**config.mk**
```make
export PLATFORM = sky130hd
export DESIGN_NAME = alu_packet_responder
export DESIGN_NICKNAME = d
export VERILOG_FILES = /design/src/rtl/alu_packet_responder.sv
export SDC_FILE = /design/constraint.sdc
export NUM_CORES = 1
export LEC_CHECK = 0
export BUFFER_PORTS_ARGS = -buffer_cell sky130_fd_sc_hd__buf_4
export CORE_ASPECT_RATIO = 0.6
export CORE_MARGIN = 4
export CORE_UTILIZATION = 44
export CTS_CLUSTER_DIAMETER = 150
export DETAILED_ROUTE_END_ITERATION = 8
export SYNTH_ARGS = -nofsm -noshare
export SYNTH_HDL_FRONTEND = slang
export SYNTH_SLANG_ARGS = --single-unit
```
**constraint.sdc**
```tcl
create_clock -name clk_i -period 3.7 [get_ports clk_i]
set_clock_uncertainty 0.1 [all_clocks]
set_input_delay 0.185 -clock clk_i [delete_from_list [all_inputs] [get_ports clk_i]]
set_output_delay 0.185 -clock clk_i [all_outputs]
set_load 0.01 [all_outputs]
```
**src/rtl/alu_packet_responder.sv**
```systemverilog
// Byte-stream packet responder: parses a 4-byte header, then echoes the payload
// or add-reduces it as little-endian 32-bit words and returns the 4-byte sum.
module alu_packet_responder #(
    parameter logic [7:0]  OP_ECHO   = 8'hEC,
    parameter logic [7:0]  OP_ADD    = 8'hA0,
    parameter int unsigned HDR_BYTES = 4
) (
    input  logic       clk_i,
    input  logic       rst_ni,
    input  logic [7:0] s_axis_tdata,
    input  logic       s_axis_tvalid,
    output logic       s_axis_tready,
    output logic [7:0] m_axis_tdata,
    output logic       m_axis_tvalid,
    input  logic       m_axis_tready,
    output logic       err_o
);

    typedef enum logic [2:0] {
        StOpcode, StRsvd, StLenL, StLenH, StEcho, StAddIn, StAddOut, StDrain
    } state_e;

    state_e      state_q;
    logic [7:0]  opcode_q;
    logic [7:0]  len_l_q;
    logic [15:0] cnt_q;
    logic [31:0] acc_q;
    logic [23:0] word_q;
    logic [7:0]  m_data_q;
    logic        m_valid_q;
    logic        err_q;
    logic        rdy_q;

    logic        s_fire;
    logic        m_fire;
    logic        m_free;
    logic [15:0] len_w;
    logic [15:0] pay_w;
    logic        len_short;
    logic [31:0] word_w;

    assign s_fire    = s_axis_tvalid && s_axis_tready;
    assign m_fire    = m_valid_q && m_axis_tready;
    assign m_free    = !m_valid_q || m_axis_tready;
    assign len_w     = {s_axis_tdata, len_l_q};
    assign len_short = len_w < 16'(HDR_BYTES);
    assign pay_w     = len_w - 16'(HDR_BYTES);
    assign word_w    = {s_axis_tdata, word_q};

    assign m_axis_tdata  = m_data_q;
    assign m_axis_tvalid = m_valid_q;
    assign err_o         = err_q;

    // rdy_q keeps the input closed during reset and for the first edge after it
    always_comb begin
        s_axis_tready = 1'b0;
        if (rdy_q) begin
            unique case (state_q)
                StEcho:   s_axis_tready = m_free;
                StAddOut: s_axis_tready = 1'b0;
                default:  s_axis_tready = 1'b1;
            endcase
        end
    end

    always_ff @(posedge clk_i or negedge rst_ni) begin
        if (!rst_ni) begin
            state_q   <= StOpcode;
            opcode_q  <= '0;
            len_l_q   <= '0;
            cnt_q     <= '0;
            acc_q     <= '0;
            word_q    <= '0;
            m_data_q  <= '0;
            m_valid_q <= 1'b0;
            err_q     <= 1'b0;
            rdy_q     <= 1'b0;
        end else begin
            rdy_q <= 1'b1;
            err_q <= 1'b0;
            if (m_fire) m_valid_q <= 1'b0;

            case (state_q)
                StOpcode: if (s_fire) begin
                    opcode_q <= s_axis_tdata;
                    state_q  <= StRsvd;
                end
                StRsvd: if (s_fire) state_q <= StLenL;
                StLenL: if (s_fire) begin
                    len_l_q <= s_axis_tdata;
                    state_q <= StLenH;
                end
                StLenH: if (s_fire) begin
                    acc_q <= '0;
                    if (len_short) begin
                        err_q   <= 1'b1;
                        cnt_q   <= '0;
                        state_q <= StOpcode;
                    end else begin
                        cnt_q <= pay_w;
                        if (opcode_q == OP_ECHO) begin
                            state_q <= (pay_w == '0) ? StOpcode : StEcho;
                        end else if (opcode_q == OP_ADD && pay_w != '0 && pay_w[1:0] == 2'b00) begin
                            state_q <= StAddIn;
                        end else begin
                            err_q   <= 1'b1;
                            state_q <= (pay_w == '0) ? StOpcode : StDrain;
                        end
                    end
                end
                StEcho: if (s_fire) begin
                    m_data_q  <= s_axis_tdata;
                    m_valid_q <= 1'b1;
                    cnt_q     <= cnt_q - 16'd1;
                    if (cnt_q == 16'd1) state_q <= StOpcode;
                end
                StAddIn: if (s_fire) begin
                    word_q <= word_w[31:8];
                    // remaining count ending in 01 means this byte completes a word
                    if (cnt_q[1:0] == 2'b01) acc_q <= acc_q + word_w;
                    cnt_q <= cnt_q - 16'd1;
                    if (cnt_q == 16'd1) state_q <= StAddOut;
                end
                StAddOut: begin
                    // cnt_q counts result bytes already loaded into the output register
                    if (cnt_q[2:0] == 3'd4) begin
                        if (m_fire) begin
                            cnt_q   <= '0;
                            state_q <= StOpcode;
                        end
                    end else if (m_free) begin
                        m_data_q  <= acc_q[{cnt_q[1:0], 3'b000} +: 8];
                        m_valid_q <= 1'b1;
                        cnt_q     <= cnt_q + 16'd1;
                    end
                end
                StDrain: if (s_fire) begin
                    cnt_q <= cnt_q - 16'd1;
                    if (cnt_q == 16'd1) state_q <= StOpcode;
                end
            endcase
        end
    end

endmodule

```
==> Word-level counts from Yosys, hierarchy flattened <==
Cells that the tools add are included.
{ "classes": {"n_addsub": 4, "n_lt_le_gt_ge": 1, "eq_ne": 29, "shifts": 1, "mux": 43, "reduce_logical": 22} }
{ "op_table": {"columns": ["op", "n"], "rows": [
  ["16-bit two-way mux", 6],
  ["32-bit two-way mux", 3],
  ["32-bit one-hot mux with 2 select lines", 1],
  ["16-bit one-hot mux with 3 select lines", 1],
  ["3-bit two-way mux", 15],
  ["32-bit adder", 1],
  ["32-bit by 6-bit variable part select with 8-bit output", 1],
  ["8-bit two-way mux", 3],
  ["2-bit inequality test (second input constant)", 12],
  ["3-bit one-hot mux with 7 select lines", 1],
  ["16-bit by 1-bit adder with 16-bit output (second input constant)", 1],
  ["16-bit by 1-bit equality test with 1-bit output (second input constant)", 1],
  ["8-bit equality test (second input constant)", 2],
  ["16-bit logical NOT", 1],
  ["16-bit by 3-bit less-than comparator with 1-bit output (second input constant)", 1],
  ["8-bit one-hot mux with 2 select lines", 1],
  ["16-bit nonzero test", 1],
  ["16-bit by 1-bit subtractor with 16-bit output (second input constant)", 1],
  ["16-bit by 3-bit subtractor with 16-bit output (second input constant)", 1],
  ["3-bit equality test (second input constant)", 5],
  ["1-bit two-way mux", 10],
  ["10-bit AND reduction", 1],
  ["4-bit AND reduction", 2],
  ["3-bit by 2-bit equality test with 1-bit output (second input constant)", 2],
  ["other kinds (16)", 26]
]} }
{ "totals": {"register_bits": 102, "out_inout_bits": 11, "word_cells": 110} }

==> Logic depth before layout (Yosys ltp) <==
{ "logic_depth": {"word_depth": 9, "ltp_mapped": 12} }

==> Worst setup path after synthesis <==
Ideal clock, no wire load.
{ "synth_path": {"kind": "reg-to-reg", "from": "reg acc_q[0]", "to": "reg acc_q[30]", "setup_time_ns": 0.122, "arrival_time_ns": 2.557, "required_ns": 3.478, "slack_ns": 0.921, "path_stages_with_launch": 11, "cell_sequence": "dfrtp_1 ha_1 fa_1 a21o_1 a31oi_1 or4_4 a311oi_2 o21ai_1 a21oi_1 or4_1 a32o_1"} }
{ "synth_via": {"elab_chain_cells": 4} }
{ "synth_lines": {"columns": ["element", "line", "rtl"], "rows": [
  ["start: declaration", "27", "logic [31:0] acc_q;"],
  ["start signal: assignment", "120", "if (cnt_q[1:0] == 2'b01) acc_q <= acc_q + word_w;"],
  ["32-bit adder", "120", null],
  ["32-bit two-way mux", "120", null],
  ["32-bit two-way mux", "117", "StAddIn: if (s_fire) begin"],
  ["32-bit one-hot mux with 2 select lines", "83", "case (state_q)"]
]} }
Every way passes these cells. The select of a mux whose other input is x is not followed.
A chain may end at the register's enable or synchronous reset.

==> Worst setup path in the final report <==
Same ends and word-level chain as after synthesis.

==> metrics.txt <==
largest net degree at the start of global routing=78; Area Overhead vs Synth=9.94%; Clock power frac=19.5%; DR DRC count=0; sequential cell area fraction in the yosys report=36.8%; die area=17900 um2; Syn Inst Count=751; Max Slew Vio Count=0; Worst Reg-to-Reg Cells=10; htree depth=3; CP Launch Type=register; Max FO, Critical Path=3; switching power total=2.11 mW; leading area contributor after synthesis=dfrtp_1; Initial Util=45.0%; Syn Nets=801; Yosys warnings=0; number of DRC violations after detailed-routing iteration 0=732; Levels on crit path=10; clk slew on worst S/H paths=0.08 ns; vias in the first global route=5851; switch share=43.2%; post-CTS resize count=0; CTS tree=built; DIE WIDTH=170 um; Pwr Density=640 nW/um2; placed cell area=7330 um2; worst-case hold slack=0.0665 ns; Final HPWL DP=15.9 mm; share of cells above drive strength 1=16.2%; dominant cell by count in the synthesized netlist=dfrtp_1; crit path DAT=3.46 ns; slowest stage delay, CP=0.51 ns; Final setup viols=0; Seq pwr share=38.0%; root buf cell=clkbuf_16; Synth area leaders=dfrtp_1 (37%), ha_1 (6.7%), mux2_2 (6.5%); worst slew pin tran=1.04 ns; vias=6168; # nets final=818; Leak=3.37 nW; number of CTS-inserted buffers=9; syn avg cell area=9.24 um2; Mapped Area=6940 um2; Slowest cell on crit path=or4_1; Diodes inserted=0; Required @ worst endpoint=3.84 ns; r2r setup slk=0.38 ns; RR Endpoint=acc_q[30]; maximum clock frequency=302 MHz; CTS sink count=102; Die Y=105 um; area of the multi-input gates=4160 um2; Fillers=1453; initial antenna violation count=0; worst path bufs/invs=0; Routed Antenna Nets=0; drt first pass iters=6; Final min period=3.32 ns; drt via density=6.32; grt ovf=0; wire length per cell=21.8 um; Slew HR=30.9%; drt total wl=21.3 mm; hold-critical path depth=2; Post-synth EDFFs=0; IO Port Bufs=22; top-level I/O count=23; combined flip-flop and latch cell area=2550 um2; cell-internal power=2.77 mW; crit path kind=reg2reg; Worst-Skew Late Latency=0.35 ns; Netlist cell types=75; cell row count=35; delay-heaviest family, CP=compound AO/OA/AOI/OAI gates; Final Hold Fails=0; unrepaired setup endpoints after global routing=false; crit share post-route=89.6%; Top FF cell, synth=dfrtp_1; Core Footprint=15400 um2; synthesized flop and latch total=102; min-delay src=s_axis_tdata[6]; Worst R2R Start=acc_q[0]; cell area after layout=7630 um2; top cell type's share of synthesized area=36.8%; Worst Hold End=word_q[22]; Comb pwr share=42.6%; outcome=complete, no violations; first-pass GRT wire length=34.1 mm; Async SR Flop Fraction=100%; clk buf depth=2; top cells by count, synth=dfrtp_1 (102), nand2_1 (79), a21oi_1 (66); max cap viols=0; worst vdd ir=0.282 mV; total track usage=24.3%; Final TNS setup=0 ns; Hold WC Path Type=in2reg; GP Congestion=0.933; crit-path cells=ha_1, fa_1, a21o_1, a31oi_1, or4_4, a311oi_2, o21ai_1, a21oi_1, or4_1, a32o_1; Critical Path End Type=register
-- state kept, by name, summed over array words and instances, names as in the netlist --
register and count:
state_q 3, cnt_q 16, err_o 1, rdy_q 1
m_axis_tvalid 1, word_q 24, m_axis_tdata 8, opcode_q 8
len_l_q 8, acc_q 32
-- worst reg2reg max path, cell delays in order, from the launching register on --
cell and delay [ns]:
dfrtp_1 0.41, ha_1 0.25, fa_1 0.41, a21o_1 0.20, a31oi_1 0.30, or4_4 0.21, a311oi_2 0.14, o21ai_1 0.26
a21oi_1 0.15, or4_1 0.51, a32o_1 0.27
-- power by group through the flow --
stage | sequential, mW | clock [mW] | combinational [mW]
final | 1.85 | 0.949 | 2.08
after detailed placement | 1.86 | 0 | 2.05
after CTS | 1.84 | 0.968 | 2.06
after global routing | 1.92 | 1.01 | 2.30
after global placement | 1.84 | 0 | 2.01
after floorplan | 1.69 | 0 | 1.55
-- placed cells by master (no fill, tap or decap), drive strengths merged, types with 6 or more instances in the layout --
master | netlist | layout
mux4 | 8 | 8
a21o | 11 | 11
nor3 | 12 | 12
ha | 37 | 37
nand3 | 23 | 23
inv | 21 | 24
nand2b | 8 | 8
nor2 | 51 | 51
o22ai | 7 | 7
nand2 | 80 | 80
o211ai | 7 | 7
xnor2 | 20 | 20
o21ai | 62 | 62
a21oi | 68 | 68
o31ai | 6 | 6
mux2 | 42 | 42
dfrtp | 102 | 102
a31oi | 7 | 7
nand4 | 10 | 10
mux2i | 10 | 10
nor4 | 10 | 10
xor2 | 21 | 21
clkbuf | 25 | 10
a221oi | 7 | 7
buf | 8 | 38
nor2b | 11 | 11
o21bai | 6 | 6
-- metal layers --
layer  vias up  share of wire [%]  track usage, %
met3        16                 11            6.37
li1       2817                  -               -
met4         0               0.71            3.02
met2       307                 37            30.2
met5         -                  0               0
met1      3028                 51            41.8
-- final cells by class --
type                       count  share of cell area, %
multi-input combinational    595                   54.5
inverter                      21                   1.03
sequential                   102                   33.5
clock inverter                 6                  0.673
timing repair buffer          39                   3.87
tap                          203                   3.33
clock buffer                  10                   3.13
-- what timing repair did --
action	CTS	global route
hold endpoints to repair	75	0
setup buffers	0	0
hold buffers	1	0
-- cells by family (layout without fill, tap and decap cells) --
| kind of cell | after synthesis | in the layout | share of synthesized area (%) |
|---|---|---|---|
| AND/OR/NAND/NOR | 231 | 231 | 16.3 |
| AO/OA/AOI/OAI | 224 | 224 | 20.5 |
| flip-flops | 102 | 102 | 36.8 |
| multiplexers | 60 | 60 | 10.9 |
| buffers and inverters | 54 | 76 | 3.45 |
| XOR/XNOR | 41 | 41 | 5.18 |
| adder cells (fa/ha/maj) | 38 | 38 | 6.96 |
| other | 1 | 1 | 0.0541 |
-- through the flow --
stage	instances	power, mW	worst slack (ns)	util, %
floorplan	751	3.24	0.921	-
global placement	959	3.85	0.655	47.5
detailed placement	959	3.91	0.530	47.5
CTS	976	4.87	0.506	49.5
global route	976	5.22	0.391	49.5
finish	976	4.88	0.384	49.5
-- worst max-delay path by stage --
| stage | from | to | slack (ns) |
|---|---|---|---|
| floorplan | acc_q[0] | acc_q[30] | 0.92 |
| global placement | acc_q[0] | acc_q[30] | 0.66 |
| detailed placement | acc_q[0] | acc_q[30] | 0.53 |
| CTS | acc_q[0] | acc_q[30] | 0.51 |
| global route | acc_q[4] | acc_q[25] | 0.39 |
| finish | acc_q[0] | acc_q[30] | 0.38 |
Note: power is estimated with default switching activity, not from simulation.
